**config.mk**
```make
export PLATFORM = sky130hd
export DESIGN_NAME = control_unit_mc
export DESIGN_NICKNAME = d
export VERILOG_FILES = /design/src/rtl/mips_pkg.sv /design/src/rtl/control_unit_mc.sv
export SDC_FILE = /design/constraint.sdc
export NUM_CORES = 1
export LEC_CHECK = 0
export CAP_MARGIN = 20
export CORE_AREA = 2 2 39 41
export DETAILED_ROUTE_END_ITERATION = 10
export DIE_AREA = 0 0 41 43
export DONT_BUFFER_PORTS = 1
export PLACE_DENSITY = 0.59
export SLEW_MARGIN = 20
export SYNTH_ARGS = -nofsm -noshare
export SYNTH_HDL_FRONTEND = slang
export SYNTH_SLANG_ARGS = --single-unit
```
**constraint.sdc**
```tcl
create_clock -name Clk -period 1.2 [get_ports Clk]
set_input_delay 0.18 -clock Clk [delete_from_list [all_inputs] [get_ports Clk]]
set_output_delay 0.18 -clock Clk [all_outputs]
set_load 0.005 [all_outputs]
```
**src/rtl/mips_pkg.sv**
```systemverilog
// mips_pkg: opcodes, FSM state encoding and datapath select encodings shared by control and datapath
package mips_pkg;

    localparam logic [5:0] OP_RTYPE = 6'h00;
    localparam logic [5:0] OP_J     = 6'h02;
    localparam logic [5:0] OP_BEQ   = 6'h04;
    localparam logic [5:0] OP_ADDI  = 6'h08;
    localparam logic [5:0] OP_LW    = 6'h23;
    localparam logic [5:0] OP_SW    = 6'h2B;

    typedef enum logic [3:0] {
        S_RST    = 4'd0,
        S_FETCH  = 4'd1,
        S_DECODE = 4'd2,
        S_MEMADR = 4'd3,
        S_MEMRD  = 4'd4,
        S_MEMWB  = 4'd5,
        S_MEMWR  = 4'd6,
        S_EXEC   = 4'd7,
        S_RWB    = 4'd8,
        S_BRANCH = 4'd9,
        S_ADDIEX = 4'd10,
        S_ADDIWB = 4'd11,
        S_JUMP   = 4'd12
    } state_t;

    typedef enum logic [1:0] {
        SRCB_B     = 2'b00,
        SRCB_FOUR  = 2'b01,
        SRCB_IMM   = 2'b10,
        SRCB_IMMSH = 2'b11
    } alusrcb_t;

    typedef enum logic [1:0] {
        ALUOP_ADD   = 2'b00,
        ALUOP_SUB   = 2'b01,
        ALUOP_FUNCT = 2'b10
    } aluop_t;

    typedef enum logic [1:0] {
        PCSRC_ALU    = 2'b00,
        PCSRC_ALUOUT = 2'b01,
        PCSRC_JUMP   = 2'b10
    } pcsrc_t;

    // First execution state reached from DECODE; unknown opcodes retire as a NOP back to FETCH
    function automatic state_t decode_target(input logic [5:0] op);
        case (op)
            OP_LW, OP_SW: return S_MEMADR;
            OP_RTYPE:     return S_EXEC;
            OP_BEQ:       return S_BRANCH;
            OP_ADDI:      return S_ADDIEX;
            OP_J:         return S_JUMP;
            default:      return S_FETCH;
        endcase
    endfunction

endpackage

```
**src/rtl/control_unit_mc.sv**
```systemverilog
// control_unit_mc: multicycle MIPS main control FSM driving datapath selects and write enables
module control_unit_mc
    import mips_pkg::*;
(
    input  logic       Clk,
    input  logic       Reset,
    input  logic [5:0] Opcode,
    input  logic       Zero,
    output logic       PCWrite,
    output logic       IorD,
    output logic       MemRead,
    output logic       MemWrite,
    output logic       IRWrite,
    output logic       RegDst,
    output logic       MemtoReg,
    output logic       RegWrite,
    output logic       ALUSrcA,
    output logic [1:0] ALUSrcB,
    output logic [1:0] ALUOp,
    output logic [1:0] PCSource,
    output logic [3:0] State
);

    state_t state;

    assign State = state;

    // State register and next-state sequencing; Opcode only matters in DECODE and MEMADR
    always_ff @(posedge Clk) begin
        if (Reset)
            state <= S_RST;
        else
            case (state)
                S_RST:    state <= S_FETCH;
                S_FETCH:  state <= S_DECODE;
                S_DECODE: state <= decode_target(Opcode);
                S_MEMADR: state <= (Opcode == OP_LW) ? S_MEMRD : S_MEMWR;
                S_MEMRD:  state <= S_MEMWB;
                S_EXEC:   state <= S_RWB;
                S_ADDIEX: state <= S_ADDIWB;
                default:  state <= S_FETCH;
            endcase
    end

    // Moore output decode; only PCWrite in BRANCH looks at an input (Zero)
    always_comb begin
        PCWrite  = 1'b0;
        IorD     = 1'b0;
        MemRead  = 1'b0;
        MemWrite = 1'b0;
        IRWrite  = 1'b0;
        RegDst   = 1'b0;
        MemtoReg = 1'b0;
        RegWrite = 1'b0;
        ALUSrcA  = 1'b0;
        ALUSrcB  = SRCB_B;
        ALUOp    = ALUOP_ADD;
        PCSource = PCSRC_ALU;
        case (state)
            S_FETCH: begin
                MemRead = 1'b1;
                IRWrite = 1'b1;
                PCWrite = 1'b1;
                ALUSrcB = SRCB_FOUR;
            end
            S_DECODE: ALUSrcB = SRCB_IMMSH;
            S_MEMADR, S_ADDIEX: begin
                ALUSrcA = 1'b1;
                ALUSrcB = SRCB_IMM;
            end
            S_MEMRD: begin
                MemRead = 1'b1;
                IorD    = 1'b1;
            end
            S_MEMWB: begin
                RegWrite = 1'b1;
                MemtoReg = 1'b1;
            end
            S_MEMWR: begin
                MemWrite = 1'b1;
                IorD     = 1'b1;
            end
            S_EXEC: begin
                ALUSrcA = 1'b1;
                ALUOp   = ALUOP_FUNCT;
            end
            S_RWB: begin
                RegWrite = 1'b1;
                RegDst   = 1'b1;
            end
            S_BRANCH: begin
                ALUSrcA  = 1'b1;
                ALUOp    = ALUOP_SUB;
                PCSource = PCSRC_ALUOUT;
                PCWrite  = Zero;
            end
            S_ADDIWB: RegWrite = 1'b1;
            S_JUMP: begin
                PCWrite  = 1'b1;
                PCSource = PCSRC_JUMP;
            end
            default: ;
        endcase
    end

endmodule

```
==> reports/metrics.csv, run 1 <==
stage,metric,value,unit
synthesis,synth.area.mux_share,2.139,%
clock_tree,cts_tree,yes,
synthesis,synth_nets,81,
clock_tree,cts_root_buffer,clkbuf_4,
route,drt-initial-drc-count,5,
synthesis,synth_top_area_share,17.11,%
route,drt_first_pass_iters,4,
setup_path,slowest_stage,dfxtp_2,
run_status,violations,setup timing,
die,die_height,43,um
setup_path,path_cells,buf_8 -> buf_6 -> nand2_4 -> nor2_2 -> a21oi_1 -> nor2_1,
global_routing,use_met2,31.87,%
synthesis,async_flop_share,0,%
route,vias,604,
clock_tree,cts_buffers,3,
sta,maxSlewViolCount,0,
clock_tree,clock_latency,240,ps
synthesis,yosysUniqueCellTypes,28,
synthesis,avgSynthCellArea,6.499,um^2
synthesis,yosys-top-cells-area,"dfxtp_1 (17%), nor2_1 (10%), nor3_1 (9.6%)",
global_routing,grt_max_degree,12,
global_routing,grtUsageMet1,22.36,%
die,start_util,33.82,%
route,wire_per_inst,15.96,um
setup_path,max_stage_delay,330,ps
place,hpwl,967.6,um
synthesis,synth_top_family_by_area,simple AND/OR/NAND/NOR gates,
place,io_buffers,0,
sta,fin_crit,1315,ps
sta,hold_violations,0,
setup_path,crit_fanout,6,
global_routing,grt_busiest_layer,met2,
synthesis,yosysWarnings,0,
synthesis,syn_area,467.9,um^2
synthesis,yosysTopAreaCell,dfxtp_1,
layout,area_growth,96.79,%
synthesis,yosys.area_share.simple,40.37,%
die,die_x,41,um
setup_path,required,1020,ps
sta,setup_violations,12,
power_and_ir_drop,powerDensity,557.6,nW/um^2
sta,max_freq,760.2,MHz
clock_tree,clkSlewWorstSetupHoldPaths,40,ps
synthesis,synth_ff_type,dfxtp_1,
layout,drive_above_1_share,64.52,%
sta,setup_ws,-115.5,ps
die,core,1384,um^2
power_and_ir_drop,power,0.0005135,W
setup_path,arrival,1140,ps
place,gp_congestion,0.7703,
synthesis,ys_seq_area_share,17.11,%
global_routing,grt_util_met3,6.806,%
sta,maxSlewHeadroom,74.49,%
global_routing,grt_pass1_wl,2.380,mm
global_routing,grt_overflow,0,
sta,worst_slew_pin_slew,379.7,ps
synthesis,syn_inst,72,
run,drv_cap,0,
sta,rsz0062_at_grt,true,
setup_path,path_delay_family,flip-flops,
route,viasPerCell,5.541,
setup_path,endpoint_kind,output pin,
synthesis,ys_seq_elements,4,
clock_tree,clockBufferDepth,2,
clock_tree,cts.sinks,4,
layout,fin_nets,104,
die,dieArea,1763,um^2
worst_hold_path,min_path_type,in -> reg,
route,drt-total-wl,1.740,mm
layout,largest_reg_flops,4,
synthesis,synth_edf_count,0,
route,drc,0,
sta,finClkSkew,1.483,ps
clock_tree,htreeDepth,1,
setup_path,crit_buf_inv,2,
sta,finalCritPeriodShare,109.6,%
power_and_ir_drop,leakage,0.3423,nW
global_routing,antenna_found_initial,0,
die,io_pins,28,
layout,fill_cells,106,
run_status,status,"finished, violations left",
die,row_count,14,
synthesis,synth_compound_gate_area_share,25.67,%
setup_path,start_kind,flip-flop,
layout,diodes,0,
power_and_ir_drop,vdd.ir_drop.worst,0.0004286,V
setup_path,critPathKind,reg -> out,
global_routing,grt_pass1_vias,580,
global_routing,grt.total_usage,20.04,%
synthesis,synthXorXnorAreaFrac,5.615,%
route,ant_nets,0,
synthesis,synthAdderAreaFrac,0,%
sta,tns,-592.7,ps
==> final cells by class <==
cell class	instances	area (um^2)	share of cell area (%)
multi-input combinational	59	539.3	58.56
sequential	4	90.09	9.783
inverter	3	11.26	1.223
clock buffer	3	22.52	2.446
timing repair buffer	24	237.7	25.82
tap	16	20.02	2.174
==> where the power goes <==
| part | internal (W) | switching [W] | total [W] |
|---|---|---|---|
| logic | 0.0000940 | 0.0000973 | 0.000191 |
| clock network | 0.000112 | 0.0000597 | 0.000172 |
| registers | 0.000138 | 0.0000125 | 0.000150 |
==> placed cells by master, fill, tap and decap left out, types with 3 or more instances in the layout <==
cell	n
buf_4	11
a21oi_1	3
buf_8	3
nand2b_4	5
nor2_1	6
nor3_4	4
nor3_1	3
buf_6	8
inv_1	3
nor2_2	5
clkbuf_4	3
a21oi_2	3
==> per-layer routing <==
metal	routed length, um	up-vias
li1	-	297
met1	665	278
met2	947	26
met3	112	3
met4	15	0
met5	0	-
==> worst paths after layout <==
| path | endpoint | slack [ps] | cells past startpoint | start |
|---|---|---|---|---|
| hold / removal | State[3] | 220 | 3 | Opcode[5] |
| setup / recovery | PCWrite | -120 | 6 | State[3] |
| hold reg to reg | State[0] | 680 | 3 | State[1] |
| setup reg to reg | State[1] | -50 | 4 | State[1] |
==> worst register-to-register path, stage by stage (launching register included) <==
cell and delay [ps]:
dfxtp_4 360, or3b_4 410, a21oi_2 120, nor2_1 60
a311oi_2 220
==> cell usage after synthesis (all sizes together) (2+ instances only) <==
library cell / number
clkbuf: 4
nor3: 9
a21oi: 6
xor2: 2
a311oi: 2
buf: 2
o22ai: 2
dfxtp: 4
o21ai: 2
inv: 3
nand2: 4
nor2: 13
nand2b: 7
==> what timing repair did <==
item                                    4_1_cts  5_1_grt
hold endpoints to repair                      1        3
pin swaps                                     8        9
endpoints found under the setup margin       18       18
gates resized for setup                      28       32
hold buffers                                  1        1
setup buffers                                 6        1
==> through the flow <==
stage,cell area [um^2],hold WS (ps),util (%),worst slack [ps],cells
floorplan,478.0,247.9,-,-80.11,72
global placement,571.8,249.2,41.32,-75.78,97
detailed placement,571.8,251.3,41.32,-127.2,97
CTS,758.2,8.011,54.79,-92.42,107
global route,920.9,240.2,66.55,-167.1,109
finish,920.9,222.3,66.55,-115.5,109
==> cells by family after synthesis <==
family	after synthesis
simple gates	38
flops	4
compound gates	17
buf+inv	9
xor+xnor	3
mux	1
No activity file was read; power rests on OpenSTA's default activity.
==> run 2, diff against run 1 <==
- CAP_MARGIN: 20 -> 30
==> results of run 2 <==
No change in the layout: final DEF, timing and power equal those of run 1.
==> run 3, diff against run 2 <==
- CAP_MARGIN: 30 -> 20
- SKIP_CTS_REPAIR_TIMING: default -> 1
==> run 3 against run 2 <==
- the run still ends with setup timing left
- sequential cell count did not move
- critical endpoint unchanged
- core utilization decreased by 7.1 points
- combinational power decreased by 13%
- via count rose by 1.5%
- cell count down 2.8%
- largest cell class unchanged
- critical path type unchanged
- largest power group is now clock
- total power is 5.1% lower
==> reports/metrics.csv, run 3 (synthesis gave the netlist of run 1 again) <==
stage,metric,value,unit
run_status,status,"finished, violations left",
run_status,violations,setup timing,
clock_tree,cts_buffers,3,
clock_tree,clock_latency,240,ps
die,core,1384,um^2
global_routing,grt_overflow,0,
power_and_ir_drop,power,0.0004872,W
setup_path,crit_fanout,7,
clock_tree,clockBufferDepth,2,
setup_path,required,1020,ps
layout,drive_above_1_share,61.11,%
clock_tree,cts_root_buffer,clkbuf_4,
sta,maxSlewHeadroom,73.04,%
layout,final_common_cell,buf_4,
sta,setup_ws,-131.9,ps
global_routing,grt_pass1_vias,487,
die,row_count,14,
setup_path,reg2reg_slack,-90,ps
power_and_ir_drop,powerDensity,592.7,nW/um^2
route,vias,613,
layout,diodes,0,
place,gp_congestion,0.7703,
worst_hold_path,min_path_type,in -> reg,
setup_path,max_stage_delay,340,ps
route,drt-total-wl,1.601,mm
die,die_height,43,um
sta,maxSlewViolCount,0,
run,drv_cap,0,
clock_tree,cts_tree,yes,
layout,fill_cells,116,
place,hpwl,967.6,um
sta,finClkSkew,1.617,ps
layout,mostFrequentLayoutCells,"buf_4 (13), nor2_1 (6), buf_6 (5)",
power_and_ir_drop,comb_power_share,34.1,%
setup_path,critPathKind,reg -> out,
route,viasPerCell,5.783,
clock_tree,cts.sinks,4,
sta,max_freq,750.8,MHz
route,drc,0,
place,io_buffers,0,
clock_tree,clkSlewWorstSetupHoldPaths,40,ps
global_routing,grt.total_usage,16.12,%
sta,setup_violations,16,
power_and_ir_drop,leakage,0.3153,nW
power_and_ir_drop,vdd.ir_drop.worst,0.0004241,V
power_and_ir_drop,seqPwrFrac,30.8,%
power_and_ir_drop,netSwitchingFraction,31.72,%
global_routing,grt_pass1_wl,1.952,mm
setup_path,start_kind,flip-flop,
place,place_area,571.8,um^2
global_routing,grt_max_degree,14,
power_and_ir_drop,p_int,0.0003327,W
setup_path,path_cells,buf_8 -> buf_6 -> nand2_4 -> nor2_2 -> a21oi_1 -> nor2_1,
setup_path,endpoint_kind,output pin,
die,dieArea,1763,um^2
clock_tree,htreeDepth,1,
route,drt-initial-drc-count,2,
layout,largest_reg_flops,4,
die,die_x,41,um
route,wire_per_inst,15.10,um
setup_path,arrival,1150,ps
sta,finalCritPeriodShare,111.0,%
sta,worst_slew_pin_slew,401.3,ps
power_and_ir_drop,clkPwrFrac,35.1,%
sta,hold_violations,0,
layout,fin_area,822.0,um^2
die,io_pins,28,
global_routing,antenna_found_initial,0,
power_and_ir_drop,p_sw,0.0001545,W
sta,fin_crit,1332,ps
die,start_util,33.82,%
layout,fin_nets,101,
setup_path,slowest_stage,dfxtp_2,
sta,rsz0062_at_grt,true,
route,drt_first_pass_iters,4,
layout,area_growth,75.67,%
route,ant_nets,0,
run 3: per-stage QoR:
step | setup WS, ps | setup TNS [ps] | utilization, % | std cells | hold slack, ps
after floorplan | -80.11 | -80.11 | - | 72 | 247.9
after global placement | -75.78 | -105.7 | 41.32 | 97 | 249.2
after detailed placement | -127.2 | -144.6 | 41.32 | 97 | 251.3
after CTS | -211.0 | -1975 | 42.95 | 100 | 5.539
after global routing | -183.1 | -1973 | 59.40 | 106 | -10.11
final | -131.9 | -869.1 | 59.40 | 106 | 1.759
run 3: cell type report:
type / count / area, um^2 / share of cell area, %
Tap cell: 16 / 20.02 / 2.435
Inverter: 3 / 11.26 / 1.370
Sequential cell: 4 / 90.09 / 10.96
Timing Repair Buffer: 21 / 183.9 / 22.37
Clock buffer: 3 / 22.52 / 2.740
Multi-Input combinational cell: 59 / 494.2 / 60.12
run 3: worst max-delay path, delay by kind of cell, from the launching register on:
family / cells / cell delay [ps]
AO/OA/AOI/OAI: 1 / 50
buffers and inverters: 2 / 230
AND/OR/NAND/NOR: 3 / 300
flip-flops: 1 / 340
run 3: worst paths after layout:
path | start | endpoint | cells after the start
setup / recovery | State[3] | PCWrite | 6
hold / removal | Reset | State[2] | 1
setup reg to reg | State[0] | State[1] | 4
hold reg to reg | State[3] | State[1] | 4
run 3: layer usage:
layer	GRT usage, %	vias up	part of all wire [%]
met5	0	-	0
met4	8.000	0	0.94
met3	6.806	3	6.2
met2	23.13	23	54
met1	19.75	291	39
li1	-	296	-
run 3: power by group through the flow:
stage          Combinational (W)  Sequential [W]  Clock (W)
3_3_place_gp            0.000112        0.000148          0
3_5_place_dp            0.000113        0.000148          0
5_1_grt                 0.000181        0.000151   0.000189
4_1_cts                 0.000114        0.000146   0.000171
2_1_floorplan          0.0000798        0.000147          0
6_report                0.000166        0.000150   0.000171
